File: src/rtl/console_command_sequencer_pkg.sv
// Shared types for the console command sequencer: parser command encoding,
// parameter bundle, queue entry and sequencer FSM states.
package console_command_sequencer_pkg;

  typedef enum logic [4:0] {
    NOP, INPUT, CUU, CUD, CUF, CUB, CUP, ED, EL, IND, NEL, RI,
    INIT_PN, EMIT_PN, SGR, SM, RM, SCS
  } CommandsType;

  typedef struct packed {
    logic [7:0] pn1;
    logic [7:0] pn2;
    logic [7:0] pns;
    logic [7:0] pchar;
  } Param_t;

  typedef struct packed {
    CommandsType ctype;
    Param_t      param;
  } cmd_entry_t;

  typedef enum logic [2:0] {IDLE, EXEC, WRITE, ERASE, SCROLL} SeqState;

  localparam logic [7:0] BLANK_CHAR = 8'h20;

  // Movement counts of zero mean one.
  function automatic logic [8:0] count_or_one(input logic [7:0] n);
    return (n == 8'd0) ? 9'd1 : {1'b0, n};
  endfunction

endpackage

File: src/rtl/console_command_sequencer_if.sv
// Parser, text-RAM, scroller and status signals of the console command sequencer.
interface console_command_sequencer_if #(
  parameter int COLS = 80,
  parameter int ROWS = 24
);
  import console_command_sequencer_pkg::*;

  localparam int AW = $clog2(ROWS * COLS);
  localparam int RW = $clog2(ROWS);
  localparam int CW = $clog2(COLS);

  logic          cmd_valid;
  CommandsType   cmd_type;
  Param_t        cmd_param;
  logic          ram_req;
  logic [AW-1:0] ram_addr;
  logic [7:0]    ram_wdata;
  logic          ram_gnt;
  logic          scroll_req;
  logic          scroll_up;
  logic          scroll_ack;
  logic [RW-1:0] cursor_row;
  logic [CW-1:0] cursor_col;
  logic          busy;
  logic          overflow;

  modport slave (
    input  cmd_valid, cmd_type, cmd_param, ram_gnt, scroll_ack,
    output ram_req, ram_addr, ram_wdata, scroll_req, scroll_up,
           cursor_row, cursor_col, busy, overflow
  );

  modport master (
    output cmd_valid, cmd_type, cmd_param, ram_gnt, scroll_ack,
    input  ram_req, ram_addr, ram_wdata, scroll_req, scroll_up,
           cursor_row, cursor_col, busy, overflow
  );
endinterface

File: src/rtl/command_fifo.sv
// Power-of-two synchronous FIFO of parser commands with full/empty flags.
module command_fifo
  import console_command_sequencer_pkg::*;
#(
  parameter int DEPTH = 4
) (
  input  logic       clk,
  input  logic       rst_n,
  input  logic       push,
  input  logic       pop,
  input  cmd_entry_t din,
  output cmd_entry_t dout,
  output logic       full,
  output logic       empty
);
  localparam int PW = $clog2(DEPTH);

  cmd_entry_t  mem_q [DEPTH];
  logic [PW:0] wr_ptr_q, wr_ptr_d;
  logic [PW:0] rd_ptr_q, rd_ptr_d;

  always_comb begin
    wr_ptr_d = wr_ptr_q;
    rd_ptr_d = rd_ptr_q;
    if (push) wr_ptr_d = wr_ptr_q + (PW+1)'(1);
    if (pop)  rd_ptr_d = rd_ptr_q + (PW+1)'(1);
  end

  always_ff @(posedge clk or negedge rst_n) begin
    if (!rst_n) begin
      wr_ptr_q <= '0;
      rd_ptr_q <= '0;
    end else begin
      wr_ptr_q <= wr_ptr_d;
      rd_ptr_q <= rd_ptr_d;
    end
  end

  always_ff @(posedge clk) begin
    if (push) mem_q[wr_ptr_q[PW-1:0]] <= din;
  end

  // Extra pointer bit distinguishes a full queue from an empty one.
  assign empty = (wr_ptr_q == rd_ptr_q);
  assign full  = (wr_ptr_q[PW] != rd_ptr_q[PW]) && (wr_ptr_q[PW-1:0] == rd_ptr_q[PW-1:0]);
  assign dout  = mem_q[rd_ptr_q[PW-1:0]];

endmodule

File: src/rtl/console_command_sequencer.sv
// Buffers parser commands and executes them: cursor moves, character writes,
// blank erases through the text-RAM handshake, and scroll requests.
module console_command_sequencer
  import console_command_sequencer_pkg::*;
#(
  parameter int COLS       = 80,
  parameter int ROWS       = 24,
  parameter int FIFO_DEPTH = 4
) (
  input logic                         clk,
  input logic                         rst_n,
  console_command_sequencer_if.slave  bus
);
  localparam int AW = $clog2(ROWS * COLS);
  localparam int RW = $clog2(ROWS);
  localparam int CW = $clog2(COLS);
  localparam logic [RW-1:0] ROW_LAST  = RW'(ROWS - 1);
  localparam logic [CW-1:0] COL_LAST  = CW'(COLS - 1);
  localparam logic [AW-1:0] ADDR_LAST = AW'(ROWS * COLS - 1);
  localparam logic [9:0]    ROWS_W    = 10'(ROWS);
  localparam logic [9:0]    COLS_W    = 10'(COLS);

  SeqState       state_q, state_d;
  cmd_entry_t    cmd_q, cmd_d;
  logic [RW-1:0] row_q, row_d;
  logic [CW-1:0] col_q, col_d;
  logic [AW-1:0] addr_q, addr_d;
  logic [AW-1:0] end_q, end_d;
  logic [7:0]    wdata_q, wdata_d;
  logic          scroll_up_q, scroll_up_d;
  logic          overflow_q, overflow_d;

  logic          push, pop, fifo_full, fifo_empty, do_ind;
  cmd_entry_t    cmd_in, fifo_dout;
  logic [9:0]    row_w, col_w, n_w, p2_w;
  logic [AW-1:0] cur_addr, line_base, erase_lo, erase_hi;
  logic [7:0]    pchar;
  logic          unused_bits;

  assign cmd_in.ctype = bus.cmd_type;
  assign cmd_in.param = bus.cmd_param;
  assign pop  = (state_q == IDLE) && !fifo_empty;
  assign push = bus.cmd_valid && (!fifo_full || pop);

  command_fifo #(.DEPTH(FIFO_DEPTH)) u_fifo (
    .clk   (clk),
    .rst_n (rst_n),
    .push  (push),
    .pop   (pop),
    .din   (cmd_in),
    .dout  (fifo_dout),
    .full  (fifo_full),
    .empty (fifo_empty)
  );

  // Cursor arithmetic is done 10 bits wide so large counts saturate, never wrap.
  assign row_w     = 10'(row_q);
  assign col_w     = 10'(col_q);
  assign n_w       = {1'b0, count_or_one(cmd_q.param.pn1)};
  assign p2_w      = {1'b0, count_or_one(cmd_q.param.pn2)};
  assign pchar     = cmd_q.param.pchar;
  assign line_base = AW'(32'(row_q) * COLS);
  assign cur_addr  = line_base + AW'(col_q);
  assign erase_lo  = (cmd_q.ctype == ED) ? '0 : line_base;
  assign erase_hi  = (cmd_q.ctype == ED) ? ADDR_LAST : line_base + AW'(COLS - 1);
  assign unused_bits = ^cmd_q.param.pns;

  always_comb begin
    state_d     = state_q;
    cmd_d       = cmd_q;
    row_d       = row_q;
    col_d       = col_q;
    addr_d      = addr_q;
    end_d       = end_q;
    wdata_d     = wdata_q;
    scroll_up_d = scroll_up_q;
    overflow_d  = overflow_q | (bus.cmd_valid & ~push);
    do_ind      = 1'b0;
    case (state_q)
      IDLE: if (pop) begin
        cmd_d   = fifo_dout;
        state_d = EXEC;
      end
      EXEC: begin
        state_d = IDLE;
        case (cmd_q.ctype)
          CUU: row_d = (row_w >= n_w) ? RW'(row_w - n_w) : '0;
          CUD: row_d = (row_w + n_w >= ROWS_W) ? ROW_LAST : RW'(row_w + n_w);
          CUB: col_d = (col_w >= n_w) ? CW'(col_w - n_w) : '0;
          CUF: col_d = (col_w + n_w >= COLS_W) ? COL_LAST : CW'(col_w + n_w);
          CUP: begin
            row_d = (n_w >= ROWS_W) ? ROW_LAST : RW'(n_w - 10'd1);
            col_d = (p2_w >= COLS_W) ? COL_LAST : CW'(p2_w - 10'd1);
          end
          INPUT: begin
            if (pchar == 8'h0D) col_d = '0;
            else if (pchar == 8'h0A) do_ind = 1'b1;
            else if (pchar == 8'h08) col_d = (col_q == '0) ? '0 : col_q - CW'(1);
            else if (pchar >= 8'h20 && pchar != 8'h7F) begin
              addr_d  = cur_addr;
              wdata_d = pchar;
              state_d = WRITE;
            end
          end
          IND: do_ind = 1'b1;
          NEL: begin
            col_d  = '0;
            do_ind = 1'b1;
          end
          RI: begin
            if (row_q == '0) begin
              scroll_up_d = 1'b0;
              state_d     = SCROLL;
            end else begin
              row_d = row_q - RW'(1);
            end
          end
          ED, EL: if (cmd_q.param.pn1 <= 8'd2) begin
            addr_d  = (cmd_q.param.pn1 == 8'd0) ? cur_addr : erase_lo;
            end_d   = (cmd_q.param.pn1 == 8'd1) ? cur_addr : erase_hi;
            wdata_d = BLANK_CHAR;
            state_d = ERASE;
          end
          default: ;
        endcase
      end
      WRITE: if (bus.ram_gnt) begin
        if (col_q == COL_LAST) begin
          col_d  = '0;
          do_ind = 1'b1;
        end else begin
          col_d   = col_q + CW'(1);
          state_d = IDLE;
        end
      end
      ERASE: if (bus.ram_gnt) begin
        if (addr_q == end_q) state_d = IDLE;
        else                 addr_d  = addr_q + AW'(1);
      end
      SCROLL: if (bus.scroll_ack) state_d = IDLE;
      default: state_d = IDLE;
    endcase
    // Line feed: step down, or scroll the screen up when already at the bottom.
    if (do_ind) begin
      if (row_q == ROW_LAST) begin
        scroll_up_d = 1'b1;
        state_d     = SCROLL;
      end else begin
        row_d   = row_q + RW'(1);
        state_d = IDLE;
      end
    end
  end

  always_ff @(posedge clk or negedge rst_n) begin
    if (!rst_n) begin
      state_q     <= IDLE;
      cmd_q       <= '0;
      row_q       <= '0;
      col_q       <= '0;
      addr_q      <= '0;
      end_q       <= '0;
      wdata_q     <= '0;
      scroll_up_q <= 1'b0;
      overflow_q  <= 1'b0;
    end else begin
      state_q     <= state_d;
      cmd_q       <= cmd_d;
      row_q       <= row_d;
      col_q       <= col_d;
      addr_q      <= addr_d;
      end_q       <= end_d;
      wdata_q     <= wdata_d;
      scroll_up_q <= scroll_up_d;
      overflow_q  <= overflow_d;
    end
  end

  // Requests decode straight from the state so a reset drops them at once.
  assign bus.ram_req    = (state_q == WRITE) || (state_q == ERASE);
  assign bus.scroll_req = (state_q == SCROLL);
  assign bus.ram_addr   = addr_q;
  assign bus.ram_wdata  = wdata_q;
  assign bus.scroll_up  = scroll_up_q;
  assign bus.cursor_row = row_q;
  assign bus.cursor_col = col_q;
  assign bus.busy       = (state_q != IDLE) || !fifo_empty;
  assign bus.overflow   = overflow_q;

endmodule
File: src/flat_wrapper.sv
// flat-port wrapper written by rule: the top's interface ports become plain ports
module console_command_sequencer_flat import console_command_sequencer_pkg::*;
#(
  parameter int COLS       = 80,
  parameter int ROWS       = 24,
  parameter int FIFO_DEPTH = 4
)
  (clk, rst_n, bus_cmd_valid, bus_cmd_type, bus_cmd_param, bus_ram_gnt, bus_scroll_ack, bus_ram_req, bus_ram_addr, bus_ram_wdata, bus_scroll_req, bus_scroll_up, bus_cursor_row, bus_cursor_col, bus_busy, bus_overflow);
  console_command_sequencer_if #(.COLS(COLS), .ROWS(ROWS)) bus_i ();
  input logic clk;
  input logic rst_n;
  input wire logic [$bits(bus_i.cmd_valid)-1:0] bus_cmd_valid;
  input wire logic [$bits(bus_i.cmd_type)-1:0] bus_cmd_type;
  input wire logic [$bits(bus_i.cmd_param)-1:0] bus_cmd_param;
  input wire logic [$bits(bus_i.ram_gnt)-1:0] bus_ram_gnt;
  input wire logic [$bits(bus_i.scroll_ack)-1:0] bus_scroll_ack;
  output wire logic [$bits(bus_i.ram_req)-1:0] bus_ram_req;
  output wire logic [$bits(bus_i.ram_addr)-1:0] bus_ram_addr;
  output wire logic [$bits(bus_i.ram_wdata)-1:0] bus_ram_wdata;
  output wire logic [$bits(bus_i.scroll_req)-1:0] bus_scroll_req;
  output wire logic [$bits(bus_i.scroll_up)-1:0] bus_scroll_up;
  output wire logic [$bits(bus_i.cursor_row)-1:0] bus_cursor_row;
  output wire logic [$bits(bus_i.cursor_col)-1:0] bus_cursor_col;
  output wire logic [$bits(bus_i.busy)-1:0] bus_busy;
  output wire logic [$bits(bus_i.overflow)-1:0] bus_overflow;
  assign bus_i.cmd_valid = bus_cmd_valid;
  assign bus_i.cmd_type = bus_cmd_type;
  assign bus_i.cmd_param = bus_cmd_param;
  assign bus_i.ram_gnt = bus_ram_gnt;
  assign bus_i.scroll_ack = bus_scroll_ack;
  assign bus_ram_req = bus_i.ram_req;
  assign bus_ram_addr = bus_i.ram_addr;
  assign bus_ram_wdata = bus_i.ram_wdata;
  assign bus_scroll_req = bus_i.scroll_req;
  assign bus_scroll_up = bus_i.scroll_up;
  assign bus_cursor_row = bus_i.cursor_row;
  assign bus_cursor_col = bus_i.cursor_col;
  assign bus_busy = bus_i.busy;
  assign bus_overflow = bus_i.overflow;
  console_command_sequencer #(.COLS(COLS), .ROWS(ROWS), .FIFO_DEPTH(FIFO_DEPTH)) u_core (.clk(clk), .rst_n(rst_n), .bus(bus_i));
endmodule
File: config.mk
export PLATFORM = sky130hd
export DESIGN_NAME = console_command_sequencer_flat
export DESIGN_NICKNAME = d
export VERILOG_FILES = /design/src/rtl/console_command_sequencer_pkg.sv /design/src/rtl/console_command_sequencer_if.sv /design/src/rtl/command_fifo.sv /design/src/rtl/console_command_sequencer.sv /design/src/flat_wrapper.sv
export SDC_FILE = /design/constraint.sdc
export NUM_CORES = 1
export LEC_CHECK = 0
export CORE_MARGIN = 2
export CORE_UTILIZATION = 33
export CTS_CLUSTER_SIZE = 20
export DETAILED_ROUTE_END_ITERATION = 12
export GPL_TIMING_DRIVEN = 1
export PLACE_DENSITY = 0.51
export SYNTH_ARGS = -nofsm -noshare
export SYNTH_HDL_FRONTEND = slang
export SYNTH_SLANG_ARGS = --single-unit
File: constraint.sdc
create_clock -name clk -period 4.6 [get_ports clk]
set_input_delay 0.69 -clock clk [delete_from_list [all_inputs] [get_ports clk]]
set_output_delay 0.69 -clock clk [all_outputs]
set_load 0.01 [all_outputs]
==> impl_metrics.tcl <==
set metrics [dict create \
    grt_pass1_wl_um 42300 \
    cts-root-buf "clkbuf_16" \
    grt_pass1_vias 7543 \
    cts_resized 0 \
    cts_tree "done" \
    antenna_cells 0 \
    antenna_found_initial 0 \
    setup_viol 0 \
    netlist_area_um2 10800 \
    die_x_um 185 \
    fin_nets 1089 \
    stdcell_count 1448 \
    layout-drive-gt1-share 0.108 \
    most-common-layout-cells "edfxtp_1, nand2_1, dfrtp_1" \
    crit_family "compound AO/OA/AOI/OAI gates" \
    worstHoldPathType "input port to asynchronous set/reset pin" \
    crit_chain "or3_1 > nor3_4 > nor2_1 > inv_1 > ha_1 > fa_1 > nor2b_4 > o21bai_1 > a2111o_1 > a32oi_2 > o21ai_0 > a211o_1 > a221o_1" \
    p_leak_nw 4.64 \
    final_antenna_net_count 0 \
    p_per_area_nw_per_um2 743 \
    fin_crit_sh 0.889 \
    required_ns 4.92 \
    clock-skew-final_ns 0.0165 \
    timing.rr.start "u_core.cmd_q[29]$_DFFE_PN0P_" \
    dp_hpwl_um 18600 \
    design_area_um2 12500 \
    place_area_um2 11900 \
    cts_made_buffers 17 \
    setup.worst_path.start_class "register" \
    avgViaCountPerCell 5.21 \
    crit_slowest_cell "or3_1" \
    period_needed_ns 4.09 \
    cts.sink_count 198 \
    yosys.cell_types.count 75 \
    fin_tns_setup_ns 0 \
    grt_max_degree 49 \
    core_um2 32500 \
    vias 7547 \
    rows 66 \
    syn_inst 948 \
    cts-hold-fix-buffers 0 \
    fmax_mhz 245 \
    slew_viol_final 0 \
    synth-seq-cells 198 \
    yosys_warnings 0 \
    end_kind "register" \
    finalHoldViolCount 0 \
    place_congestion 0.855 \
    initial_core_util 0.334 \
    whs_ns 0.256 \
    crit_fanout 8 \
    cts_buffer_depth 2 \
    ir_drop_mv 0.378 \
    die_h_um 185 \
    synth_ff_type "edfxtp_1" \
    overflow 0 \
    slowest_delay_ns 0.61 \
    ys_seq_area_frac 0.511 \
    max_slew_margin 0.214 \
    crit_type "register to register" \
    syn_area_per_cell_um2 11.4 \
    tightest_slew_ns 1.17 \
    syn-num-nets 1044 \
    numPortBuffers 69 \
    post_drt_wl_per_cell_um 18.2 \
    dr.pass1.iters 5 \
    drv_cap 0 \
    h-tree-depth 4 \
    synth_enable_flop_cells 116 \
    reg2reg_depth 13 \
    io_pins 78 \
    reg2reg_slack_ns 0.51 \
    grt.total_usage 0.162 \
    numPlacedInstances 1416 \
    die_area_um2 34300 \
    crit_arrival_ns 4.41 \
    drt_wl_total_um 26400 \
    rr_endpoint "u_core.bus.cursor_row[0]$_DFF_PN0_" \
    final_common_cell "edfxtp_1" \
    clk_latency_ns 0.44 \
    route.detailed.drc 0 \
    status "finished, final reports clean" \
    drtIter0Drc 607 \
    area.growth.synth_to_final_pct 15.4 \
    clk_pin_slew_ns 0.08 \
    async_flop_share 0.414 \
    critPathBufInv 1 \
    rsz0062_at_grt "false" \
    postCtsSetupRepairBufs 0 \
]
[report_power, final]
group / internal (mW) / switching [mW] / total [mW]
combinational: 2.11 / 2.59 / 4.69
clock: 0.771 / 0.715 / 1.49
sequential: 2.46 / 0.652 / 3.12
total: 5.34 / 3.95 / 9.30
[flip-flops by register name, summed over array words and instances, names as in the netlist, 5 cells and up]
register,cells
u_core.u_fifo.mem_q,116
u_core.cmd_q,21
u_core.bus.ram_addr,11
u_core.end_q,11
u_core.bus.ram_wdata,8
u_core.pchar,8
u_core.bus.cursor_col,7
u_core.bus.cursor_row,5
[worst max path at each step]
stage	startpoint	endpoint	slack [ns]	depth (start not counted)
after CTS	u_core.cmd_q[29]$_DFFE_PN0P_	u_core.bus.cursor_row[0]$_DFF_PN0_	0.53	13
after floorplan	u_core.cmd_q[29]$_DFFE_PN0P_	u_core.bus.cursor_row[0]$_DFF_PN0_	1.12	14
after detailed placement	u_core.cmd_q[29]$_DFFE_PN0P_	u_core.bus.cursor_row[0]$_DFF_PN0_	0.54	13
final	u_core.cmd_q[29]$_DFFE_PN0P_	u_core.bus.cursor_row[0]$_DFF_PN0_	0.51	13
after global routing	u_core.cmd_q[29]$_DFFE_PN0P_	u_core.bus.cursor_row[0]$_DFF_PN0_	0.26	13
after global placement	u_core.cmd_q[29]$_DFFE_PN0P_	u_core.bus.cursor_row[0]$_DFF_PN0_	0.61	13
[cell families (layout without fill, tap and decap cells)]
family	after synthesis	in the layout	share of synthesized area
XOR/XNOR	52	52	0.0420
flip-flops	198	198	0.511
adder cells (fa/ha/maj)	54	54	0.0665
buffers and inverters	88	146	0.0338
multiplexers	51	51	0.0830
AO/OA/AOI/OAI	222	222	0.132
AND/OR/NAND/NOR	283	283	0.132
[metrics by stage]
step           total power [mW]   util  setup slack [ns]
3_5_place_dp               7.86  0.368             0.541
4_1_cts                    9.39  0.386             0.527
3_3_place_gp               7.85  0.368             0.610
2_1_floorplan              6.46      -              1.12
6_report                   9.30  0.386             0.511
5_1_grt                    10.0  0.386             0.259
[worst reg2reg max path, delay by kind of cell (launching register included)]
| family | cells | cell delay, ns |
|---|---|---|
| buffers and inverters | 1 | 0.20 |
| AND/OR/NAND/NOR | 4 | 1.22 |
| AO/OA/AOI/OAI | 6 | 1.63 |
| flip-flops | 1 | 0.47 |
| adder cells (fa/ha/maj) | 2 | 0.46 |
[synth_stat cells (5+ instances only)]
| master | count | share of area |
|---|---|---|
| dfrtp_1 | 82 | 0.19 |
| nor4_1 | 6 | 0.0035 |
| nand3_1 | 28 | 0.013 |
| and3_1 | 6 | 0.0035 |
| and2_1 | 11 | 0.0063 |
| o21ai_0 | 69 | 0.032 |
| fa_1 | 6 | 0.011 |
| a211oi_1 | 7 | 0.0048 |
| inv_1 | 35 | 0.012 |
| nor3_1 | 23 | 0.011 |
| mux2_2 | 21 | 0.022 |
| ha_1 | 48 | 0.055 |
| clkbuf_1 | 35 | 0.012 |
| nand2_1 | 83 | 0.029 |
| a31oi_1 | 12 | 0.0069 |
| nor2_1 | 58 | 0.020 |
| xor2_1 | 19 | 0.015 |
| o31ai_1 | 6 | 0.0042 |
| o22ai_1 | 10 | 0.0058 |
| xnor2_1 | 33 | 0.027 |
| or3_1 | 10 | 0.0058 |
| a21oi_1 | 47 | 0.022 |
| nand2b_1 | 9 | 0.0052 |
| nand4_1 | 8 | 0.0046 |
| a21o_1 | 9 | 0.0062 |
| nor3b_1 | 5 | 0.0035 |
| o211ai_1 | 6 | 0.0042 |
| edfxtp_1 | 116 | 0.32 |
| buf_2 | 11 | 0.0051 |
| nor2b_1 | 10 | 0.0058 |
| mux4_2 | 29 | 0.060 |
[layer usage]
metal	global-route usage	vias up	wire length [µm]
met1	0.220	3720	12500
met3	0.0246	24	832
met4	0.0584	0	519
met2	0.262	173	12500
met5	0	-	0
li1	-	3630	-
[cell type report]
type                       count  area [µm²]
fill                        3168       19900
sequential                   198        5540
inverter                      35         131
tap                          442         553
clock buffer                  17         425
multi-input combinational    662        4950
timing repair buffer          79         763
clock inverter                15         156
Power figures use the tool's default switching activity.
